$ cat src/rtl/wave_pkg.sv
// Shared definitions for the wave_pac_pipe DDS channel: waveform mode
// encoding, default widths and offset-binary midpoint / full-scale helpers.
package wave_pkg;

    typedef enum logic [1:0] {
        MODE_SINE   = 2'd0,
        MODE_SQUARE = 2'd1,
        MODE_TRI    = 2'd2,
        MODE_SAW    = 2'd3
    } mode_t;

    localparam int DEF_ACC_W   = 32;
    localparam int DEF_PHASE_W = 10;
    localparam int DEF_AMP_W   = 8;
    localparam int DEF_LUT_AW  = DEF_PHASE_W - 2;

    // Offset-binary midpoint: 2^(aw-1)-1
    function automatic int unsigned amp_mid(input int aw);
        return (32'd1 << (aw - 1)) - 32'd1;
    endfunction

    // Offset-binary full scale: 2^aw-1
    function automatic int unsigned amp_max(input int aw);
        return (32'd1 << aw) - 32'd1;
    endfunction

endpackage

$ cat src/rtl/sine_quarter_rom.sv
// Quarter-wave sine ROM, 2^LUT_AW+1 entries, registered read (1 cycle).
// entry[i] = round(2^(AMP_W-1) * sin(pi/2 * i / 2^LUT_AW)); the extra top
// entry holds the exact peak 2^(AMP_W-1). Contents are built at elaboration
// from a fixed-point Taylor series, so no memory file is needed.
module sine_quarter_rom
    import wave_pkg::*;
#(
    parameter int LUT_AW = DEF_LUT_AW,
    parameter int AMP_W  = DEF_AMP_W
) (
    input  logic              clk,
    input  logic [LUT_AW:0]   addr,
    output logic [AMP_W-1:0]  data
);

    localparam int     DEPTH       = (1 << LUT_AW) + 1;
    // pi/2 in Q2.30
    localparam longint HALF_PI_Q30 = 64'sd1686629713;

    // Rounded sine sample for table index i, evaluated in Q30 fixed point
    function automatic logic [AMP_W-1:0] sine_entry(input int i);
        longint x;
        longint term;
        longint sum;
        longint rnd;
        x    = (HALF_PI_Q30 * longint'(i)) >>> LUT_AW;
        term = x;
        sum  = x;
        for (int n = 1; n <= 8; n++) begin
            term = -((((term * x) >>> 30) * x) >>> 30) / longint'(4 * n * n + 2 * n);
            sum  = sum + term;
        end
        rnd = ((sum <<< (AMP_W - 1)) + (longint'(1) <<< 29)) >>> 30;
        return AMP_W'(rnd);
    endfunction

    logic [AMP_W-1:0] rom [DEPTH];

    for (genvar i = 0; i < DEPTH; i++) begin : g_rom
        localparam logic [AMP_W-1:0] ENTRY = sine_entry(i);
        assign rom[i] = ENTRY;
    end

    // Registered table read
    always_ff @(posedge clk) begin
        data <= rom[addr];
    end

endmodule

$ cat src/rtl/wave_pac_pipe.sv
// DDS channel: phase accumulator, phase offset, four-mode phase-to-amplitude
// converter (sine via quarter-wave ROM, square, triangle, sawtooth) with a
// valid strobe travelling alongside the samples. Latency tick -> out_valid
// is 3 cycles; defining WAVE_PAC_SCALE_EN adds a gain stage (latency 4).
module wave_pac_pipe
    import wave_pkg::*;
#(
    parameter int ACC_W   = DEF_ACC_W,
    parameter int PHASE_W = DEF_PHASE_W,
    parameter int AMP_W   = DEF_AMP_W,
    parameter int LUT_AW  = PHASE_W - 2
) (
    input  logic               clk,
    input  logic               reset,
    input  logic               tick,
    input  logic               phase_clr,
    input  logic [ACC_W-1:0]   ftw,
    input  logic [PHASE_W-1:0] phase_off,
    input  logic [1:0]         mode,
    input  logic [AMP_W-1:0]   gain,
    output logic [AMP_W-1:0]   amplitude,
    output logic               out_valid
);

    localparam logic [AMP_W-1:0]  MID = AMP_W'(amp_mid(AMP_W));
    localparam logic [AMP_W-1:0]  MAX = AMP_W'(amp_max(AMP_W));
    localparam logic [LUT_AW:0]   QTR = (LUT_AW + 1)'(1) << LUT_AW;

    // Clamp a signed intermediate into the offset-binary range [0, MAX]
    function automatic logic [AMP_W-1:0] sat_amp(input logic signed [AMP_W+1:0] v);
        if (v < 0)
            return '0;
        else if (v > $signed({2'b00, MAX}))
            return MAX;
        else
            return v[AMP_W-1:0];
    endfunction

    // Triangle fold: 2p on the rising half, 2^(PW+1)-2p on the falling half
    function automatic logic [PHASE_W:0] fold(input logic [PHASE_W-1:0] p);
        return p[PHASE_W-1] ? ((PHASE_W + 1)'(0) - {p, 1'b0}) : {p, 1'b0};
    endfunction

    // Top AMP_W bits of the fold; the apex (exactly 2^PW) clamps to MAX
    function automatic logic [AMP_W-1:0] sat_tri(input logic [PHASE_W:0] f);
        logic [PHASE_W:0] sh;
        sh = f >> (PHASE_W - AMP_W);
        if (sh > (PHASE_W + 1)'(MAX))
            return MAX;
        else
            return sh[AMP_W-1:0];
    endfunction

    logic [ACC_W-1:0]   acc;
    logic [PHASE_W-1:0] p_next;
    logic [PHASE_W-1:0] p_p0;
    logic [PHASE_W-1:0] p_p1;
    mode_t              mode_p0;
    mode_t              mode_p1;
    logic               vld_p0;
    logic               vld_p1;
    logic [LUT_AW:0]    rom_idx;
    logic [AMP_W-1:0]   s_p1;
    logic [AMP_W-1:0]   wave_p1;

    assign p_next = (phase_clr ? '0 : acc[ACC_W-1 -: PHASE_W]) + phase_off;

    // ---- Stage 0: accumulate and sample truncated phase on tick ----
    // Accumulator and valid; reset wins over a simultaneous tick
    always_ff @(posedge clk) begin
        if (reset) begin
            acc    <= '0;
            vld_p0 <= 1'b0;
        end else begin
            vld_p0 <= tick;
            if (tick)
                acc <= (phase_clr ? '0 : acc) + ftw;
        end
    end

    // Phase and mode captured with the tick
    always_ff @(posedge clk) begin
        if (tick) begin
            p_p0    <= p_next;
            mode_p0 <= mode_t'(mode);
        end
    end

    // ---- Stage 1: quadrant fold into ROM index, registered lookup ----
    assign rom_idx = p_p0[PHASE_W-2] ? (QTR - {1'b0, p_p0[LUT_AW-1:0]})
                                     : {1'b0, p_p0[LUT_AW-1:0]};

    sine_quarter_rom #(
        .LUT_AW (LUT_AW),
        .AMP_W  (AMP_W)
    ) u_rom (
        .clk  (clk),
        .addr (rom_idx),
        .data (s_p1)
    );

    // Valid alongside the ROM read
    always_ff @(posedge clk) begin
        if (reset)
            vld_p1 <= 1'b0;
        else
            vld_p1 <= vld_p0;
    end

    // Phase and mode alongside the ROM read
    always_ff @(posedge clk) begin
        p_p1    <= p_p0;
        mode_p1 <= mode_p0;
    end

    // ---- Stage 2: waveform select ----
    // Lower half-period adds the ROM sample to MID, upper half subtracts it
    always_comb begin
        wave_p1 = '0;
        case (mode_p1)
            MODE_SINE:   wave_p1 = sat_amp(p_p1[PHASE_W-1] ? ({2'b00, MID} - {2'b00, s_p1})
                                                           : ({2'b00, MID} + {2'b00, s_p1}));
            MODE_SQUARE: wave_p1 = p_p1[PHASE_W-1] ? '0 : MAX;
            MODE_TRI:    wave_p1 = sat_tri(fold(p_p1));
            MODE_SAW:    wave_p1 = p_p1[PHASE_W-1 -: AMP_W];
            default:     wave_p1 = '0;
        endcase
    end

`ifdef WAVE_PAC_SCALE_EN
    // Scale about MID: ((x-MID)*gain >>> (AW-1)) + MID; gain 2^(AW-1) is unity
    function automatic logic [AMP_W-1:0] scale_amp(input logic [AMP_W-1:0] x,
                                                   input logic [AMP_W-1:0] g);
        logic signed [AMP_W:0]     xc;
        logic signed [2*AMP_W+1:0] prod;
        logic signed [AMP_W+1:0]   y;
        xc   = $signed({1'b0, x}) - $signed({1'b0, MID});
        prod = (2 * AMP_W + 2)'(xc) * (2 * AMP_W + 2)'($signed({1'b0, g}));
        y    = (AMP_W + 2)'(prod >>> (AMP_W - 1)) + $signed({2'b00, MID});
        return sat_amp(y);
    endfunction

    logic [AMP_W-1:0] x_p2;
    logic             vld_p2;

    // ---- Stage 3: unscaled sample register ----
    // Valid into the gain stage
    always_ff @(posedge clk) begin
        if (reset)
            vld_p2 <= 1'b0;
        else
            vld_p2 <= vld_p1;
    end

    // Unscaled sample into the gain stage
    always_ff @(posedge clk) begin
        x_p2 <= wave_p1;
    end

    // ---- Stage 4: scaled output; amplitude holds between pulses ----
    // Output register with gain applied
    always_ff @(posedge clk) begin
        if (reset) begin
            amplitude <= '0;
            out_valid <= 1'b0;
        end else begin
            out_valid <= vld_p2;
            if (vld_p2)
                amplitude <= scale_amp(x_p2, gain);
        end
    end
`else
    logic unused_gain;
    assign unused_gain = ^gain;

    // ---- Stage 3: output register; amplitude holds between pulses ----
    // Output register
    always_ff @(posedge clk) begin
        if (reset) begin
            amplitude <= '0;
            out_valid <= 1'b0;
        end else begin
            out_valid <= vld_p1;
            if (vld_p1)
                amplitude <= wave_p1;
        end
    end
`endif

endmodule
$ cat config.mk
export PLATFORM = sky130hd
export DESIGN_NAME = wave_pac_pipe
export DESIGN_NICKNAME = d
export VERILOG_FILES = /design/src/rtl/wave_pkg.sv /design/src/rtl/sine_quarter_rom.sv /design/src/rtl/wave_pac_pipe.sv
export SDC_FILE = /design/constraint.sdc
export NUM_CORES = 1
export LEC_CHECK = 0
export ABC_AREA = 0
export CAP_MARGIN = 40
export CORE_ASPECT_RATIO = 1.1
export CORE_UTILIZATION = 50
export DETAILED_ROUTE_END_ITERATION = 8
export PLACE_DENSITY = 0.74
export SLEW_MARGIN = 25
export SYNTH_ARGS = -nofsm -noshare
export SYNTH_HDL_FRONTEND = slang
export SYNTH_HIERARCHICAL = 1
export SYNTH_SLANG_ARGS = --single-unit
$ cat constraint.sdc
create_clock -name clk -period 3.1 [get_ports clk]
set_input_delay 0.465 -clock clk [delete_from_list [all_inputs] [get_ports clk]]
set_output_delay 0.465 -clock clk [all_outputs]
set_load 0.02 [all_outputs]
[After elaboration in Yosys (flattened, before gate mapping)]
Memories as Yosys holds them, arrays and structs flattened. A register that Yosys moved wholly into a read port is not among the register bits.
Index checks and enable logic that the tools add are counted.
Word-level totals
  output and inout port bits: 9
  bits in read-only memories: 4096
  register bits after elaboration: 67
  memories: 1
Cells by class
  eq/ne operators: 3
  $add $sub $neg: 6
  bitwise gates (word level): 1
  reduce and logical (&&, ||, !) cells: 1
  order comparisons: 3
  muxes and demuxes: 10
Memories
  (no name shown): words 512, width 8, read ports 1, clocked after memory_dff 1, wr ports 0, line sine_quarter_rom.sv:46  | data <= rom[addr];
Operators with widths (count)
  $add 32x32->32: 1
  $mux 32: 1
  $mux 8: 4
  $pmux 8 s4: 1
  $mux 10: 2
  $mux 11: 1
  $sub 1x11->11 const A: 1
  $add 10x10->10: 1
  $gt 10x9->1 const B: 1
  $lt 10x1->1 const B: 1
  $not 9->10: 1
  $add 7x8->9 const A: 1
  $gt 9x8->1 const B: 1
  $mux 9: 1
  $sub 7x8->9 const A: 1
  $sub 9x8->9 const A: 1
  $eq 2x2->1 const B: 2
  $eq 2x1->1 const B: 1
  $logic_not 2->1: 1

[Longest topological paths before layout]
Gate-level depths: netlist of run 1.
  depth after elaboration: 6
  depth in mapped cells: 14

[Hierarchy]
Netlist of run 1, hierarchy kept.
By module, submodules not included
  wave_pac_pipe: area each 4899.7 sq um, cells each 566, sequential area each 1461.4 sq um, instances 1
  sine_quarter_rom: area each 1654.1 sq um, cells each 230, sequential area each 160.2 sq um, instances 1

[Least setup slack after synthesis of run 1]
OpenSTA, ideal clock, no wires.
  path type: input port to flip-flop
  start: input phase_clr
  end: register acc[28]
  setup slack: 0.007 ns
  required time: 3.038 ns
  arrival time: 3.031 ns
  cell stages on the path: 14
  path through: clkbuf_1 > nor2b_1 > ha_1 > inv_1 > fa_1 > and2b_1 > o211a_1 > o2111ai_2 > a31oi_4 > a21oi_2 > o31ai_4 > nand4_1 > a211o_1 > nand3_1
On the way
  longest elaborated chain between the ends: 2
Ends and longest elaborated chain
  start: declaration: line wave_pac_pipe.sv:16  | input logic phase_clr,
  $mux 32: line wave_pac_pipe.sv:77  | acc <= (phase_clr ? '0 : acc) + ftw;
  $add 32x32->32: line wave_pac_pipe.sv:77
  end signal: assignment: line wave_pac_pipe.sv:77
  end: declaration: line wave_pac_pipe.sv:54  | logic [ACC_W-1:0] acc;
Every way passes these cells.
A chain may end at the register's enable or synchronous reset.

[Worst setup path after layout of run 1]
  start: register acc[0]
  end: register acc[28]
On the way
  longest elaborated chain between the ends: 2
Ends and longest elaborated chain (line)
  $mux 32: wave_pac_pipe.sv:77
  $add 32x32->32: wave_pac_pipe.sv:77
Every way passes these cells.

==> results.md, run 1 <==
* Status: finished, violations left
* Violated checks: DRC
* Gr usage total at 26.68%
* Total Wirelength at 17,740 um
* Sw Ratio at 37.18%
* Cell Area, Synth at 6554 um2
* Synth top area cells: dfxtp_1 (19%), ha_1 (11%), xnor2_1 (5.9%)
* Total Die Area at 13,570 um2
* Path type of the worst min-delay path: reg2reg
* Post-synthesis adder-cell area fraction at 11.11%
* Final HPWL DP at 13,530 um
* Fillers at 1,024
* # diodes at 0
* Leakage Power at 0.003573 uW
* Final Critical Period at 3.005 ns
* Grt ovf at 0
* Post-Layout Cell Count at 1,084
* Initial Util at 51.62%
* Synthesis Warnings at 6
* Largest net degree at the start of global routing at 40
* Hold Fails Final Rpt at 0
* Synthesized-area fraction occupied by xor and xnor cells at 6.816%
* Worst Path Required at 3.38 ns
* Psw at 1595 uW
* P_int at 2694 uW
* Mean Syn Cell Area at 8.233 um2
* Initial antenna violation count at 0
* Asr flop ratio synth at 0%
* CTS sink cnt at 75
* RSZ-0062 raised after global routing: yes
* CP Max Fanout at 4
* Synth Area in Compound Gates at 26.27%
* DRC viols at 2
* Synth Flop Type: dfxtp_1
* WP data arrival at 3.29 ns
* Number of enable flip-flop cells after synthesis at 12
* CTS max path bufs at 2
* Cell taking the most area after synthesis: dfxtp_1
* I/O Buffers at 56
* First-pass GRT wire length at 29,530 um
* CTS root buffer: clkbuf_16
* IO Pins at 65
* Worst Tran Pin Value at 0.7954 ns
* Clk_skew at 0.009631 ns
* Share of cells above drive strength 1 at 17.26%
* Total vias in the final route at 6,488
* Part of the power in registers at 29.3%
* Floorplan core area at 12,700 um2
* Via-per-instance ratio at 5.985
* Hold_ws at 0.3379 ns
* Detail Route Antenna Nets at 0
* Fmax achieved at 0.3328 GHz
* Kind of critical path: reg2reg
* PD cells at 518.6 nW/um2
* Syn Inst Count at 796
* Fin worst setup slack at 0.09548 ns
* Multi-input gate area at 4643 um2
* Synth Area in Simple Gates at 20.06%
* Reg area at 1623 um2
* CTS tree: yes
* Vias in the first global route at 6,385
* Area grow syn2layout at 26.17%
* Syn nets at 909
* Post-layout util at 65.13%
* Fin. max-slew vios at 0
* CTS hold repair buffers at 0
* Final setup vio count at 0
* Seq/Total Area, Yosys at 24.74%
* Met2 Resource Use GR at 47.23%
* Placer Congestion at 0.9214
* FP Rows at 43
* #FFs+latches synth at 75
* Worst-path clk slew at 0.06 ns
* Clock group share of total power at 26.1%
* Gate power share at 44.6%
* Crit. End Element: flop
* Worst rel slew slack at 46.71%
* Worst skew pair latency at 0.35 ns
* Cts bufs inserted at 9
* Average wire per standard cell at 16.36 um
* Max VDD drop at 276.1 uV
* DR pass1 iterations at 7
* Yosys cell types at 83
* Tcrit/Tclk final at 96.92%
* Max Cap Viol at 0
* 1st-iter DRT viols at 434
* Global route hottest layer: met2
* Post-synthesis mux area share at 5.174%
* M3 GR Usage at 4.279%
* Synth top area share at 19.24%
* Post-Place Worst Slack at -0.5111 ns
* H-tree Lvls at 3
* Die Ht at 122.1 um
* Largest family of logic cells by synthesized area: compound AO/OA/AOI/OAI gates
* Startpoint types: flop
* # nets final at 1,035
* Met1 Use GR at 32.12%
* Total Power at 4288 uW
* Placed Cells at 1,063
* Die X at 111.2 um
[final cells by class]
| type | count | area share (%) |
|---|---|---|
| clock buffer | 11 | 3.072 |
| clock inverter | 5 | 0.7868 |
| inverter | 39 | 1.770 |
| sequential | 75 | 19.62 |
| multi-input combinational | 638 | 56.15 |
| timing repair buffer | 159 | 16.22 |
| tap | 157 | 2.376 |
[registers in the layout, indices dropped and copies added, names as in the netlist]
| name | flops |
|---|---|
| p_p0 | 10 |
| mode_p0 | 2 |
| vld_p1 | 1 |
| u_rom/data | 8 |
| p_p1 | 10 |
| vld_p0 | 1 |
| amplitude | 8 |
| acc | 32 |
| mode_p1 | 2 |
| out_valid | 1 |
[final timing paths]
path,from,end,slack (ns),depth (start not counted)
max,acc[0],acc[28],0.1,13
min,p_p0[9],p_p1[9],0.34,0
max reg2reg,acc[0],acc[28],0.1,13
min reg2reg,p_p0[9],p_p1[9],0.34,0
[metrics by stage]
step	setup TNS [ns]	instance area, um2
floorplan	0	6554
global placement	-4.615	7844
detailed placement	-6.427	7844
CTS	0	8203
global route	-0.1635	8269
finish	0	8269
[timing repair]
item	CTS	global route
buffers inserted	5	0
resized for setup	2	17
pin swaps	8	11
endpoints found under the setup margin	10	6
[logic make-up (layout without fill, tap and decap cells)]
kind of cell	Yosys count	after routing
XOR/XNOR	51	51
AND/OR/NAND/NOR	258	258
AO/OA/AOI/OAI	241	241
multiplexers	31	31
adder cells (fa/ha/maj)	57	57
buffers and inverters	83	214
flip-flops	75	75
[cell usage after synthesis, drive strengths merged, types with 4 or more instances]
cell     instances
nor2            76
xnor2           44
mux2i           26
buf             22
o21bai           9
o211ai          10
o21ai           44
a31oi           14
nand2           45
o221ai           9
nand4            7
nand3           13
o22ai            7
or2              4
nor2b           42
ha              55
nor3b            4
a21o            17
clkbuf          22
a2bb2oi          4
nor3            23
o31ai            5
edfxtp          12
xor2             7
a211oi          16
and3             4
o2111ai          4
or3              6
a311oi          11
a21boi           4
inv             38
dfxtp           63
a21oi           59
nand2b          15
[routing by layer]
layer	part of all wire (%)	routed length, um
met1	42	7448
met2	50	8829
met3	5.9	1038
met4	2.4	421
met5	0	0
[layout by cell type, fill, tap and decap left out, drive strengths merged, types with 23 or more instances in the layout]
| cell | instances |
|---|---|
| ha | 55 |
| inv | 41 |
| buf | 105 |
| mux2i | 26 |
| dfxtp | 63 |
| o21ai | 44 |
| clkdlybuf4s50 | 52 |
| nor2 | 76 |
| a21oi | 59 |
| xnor2 | 44 |
| nor2b | 42 |
| nand2 | 45 |
| nor3 | 23 |
[critical path, cell delays in order (launching register included)]
cell	delay (ns)
dfxtp_2	0.33
nor2b_4	0.16
ha_4	0.14
inv_2	0.04
fa_2	0.37
and2b_1	0.23
o211a_1	0.23
o2111ai_4	0.16
a31oi_4	0.26
a21oi_4	0.10
o31ai_4	0.35
nand4_1	0.18
a211o_1	0.29
nand3_1	0.09
[power groups by stage]
| stage | Clock [uW] | Combinational, uW | Sequential [uW] |
|---|---|---|---|
| 6_report | 1120 | 1910 | 1260 |
| 4_1_cts | 1140 | 1870 | 1250 |
| 3_3_place_gp | 0 | 1800 | 1270 |
| 2_1_floorplan | 0 | 1330 | 1230 |
| 3_5_place_dp | 0 | 1850 | 1270 |
| 5_1_grt | 1180 | 2080 | 1270 |
No activity file was read; power rests on OpenSTA's default activity.
==> run 2, diff against run 1 <==
--- a/config.mk
+++ b/config.mk
@@ -9,6 +9,7 @@
 export CAP_MARGIN = 40
 export CORE_ASPECT_RATIO = 1.1
 export CORE_UTILIZATION = 50
+export CTS_CLUSTER_SIZE = 30
 export DETAILED_ROUTE_END_ITERATION = 8
 export PLACE_DENSITY = 0.74
 export SLEW_MARGIN = 25
==> results of run 2 <==
Final layout, timing and power as in run 1 (identical DEF).
==> run 3, diff against run 2 <==
--- a/config.mk
+++ b/config.mk
@@ -6,7 +6,7 @@
 export NUM_CORES = 1
 export LEC_CHECK = 0
 export ABC_AREA = 0
-export CAP_MARGIN = 40
+export CAP_MARGIN = 30
 export CORE_ASPECT_RATIO = 1.1
 export CORE_UTILIZATION = 50
 export CTS_CLUSTER_SIZE = 30
==> results of run 3 <==
Final layout, timing and power as in run 1 (identical DEF).
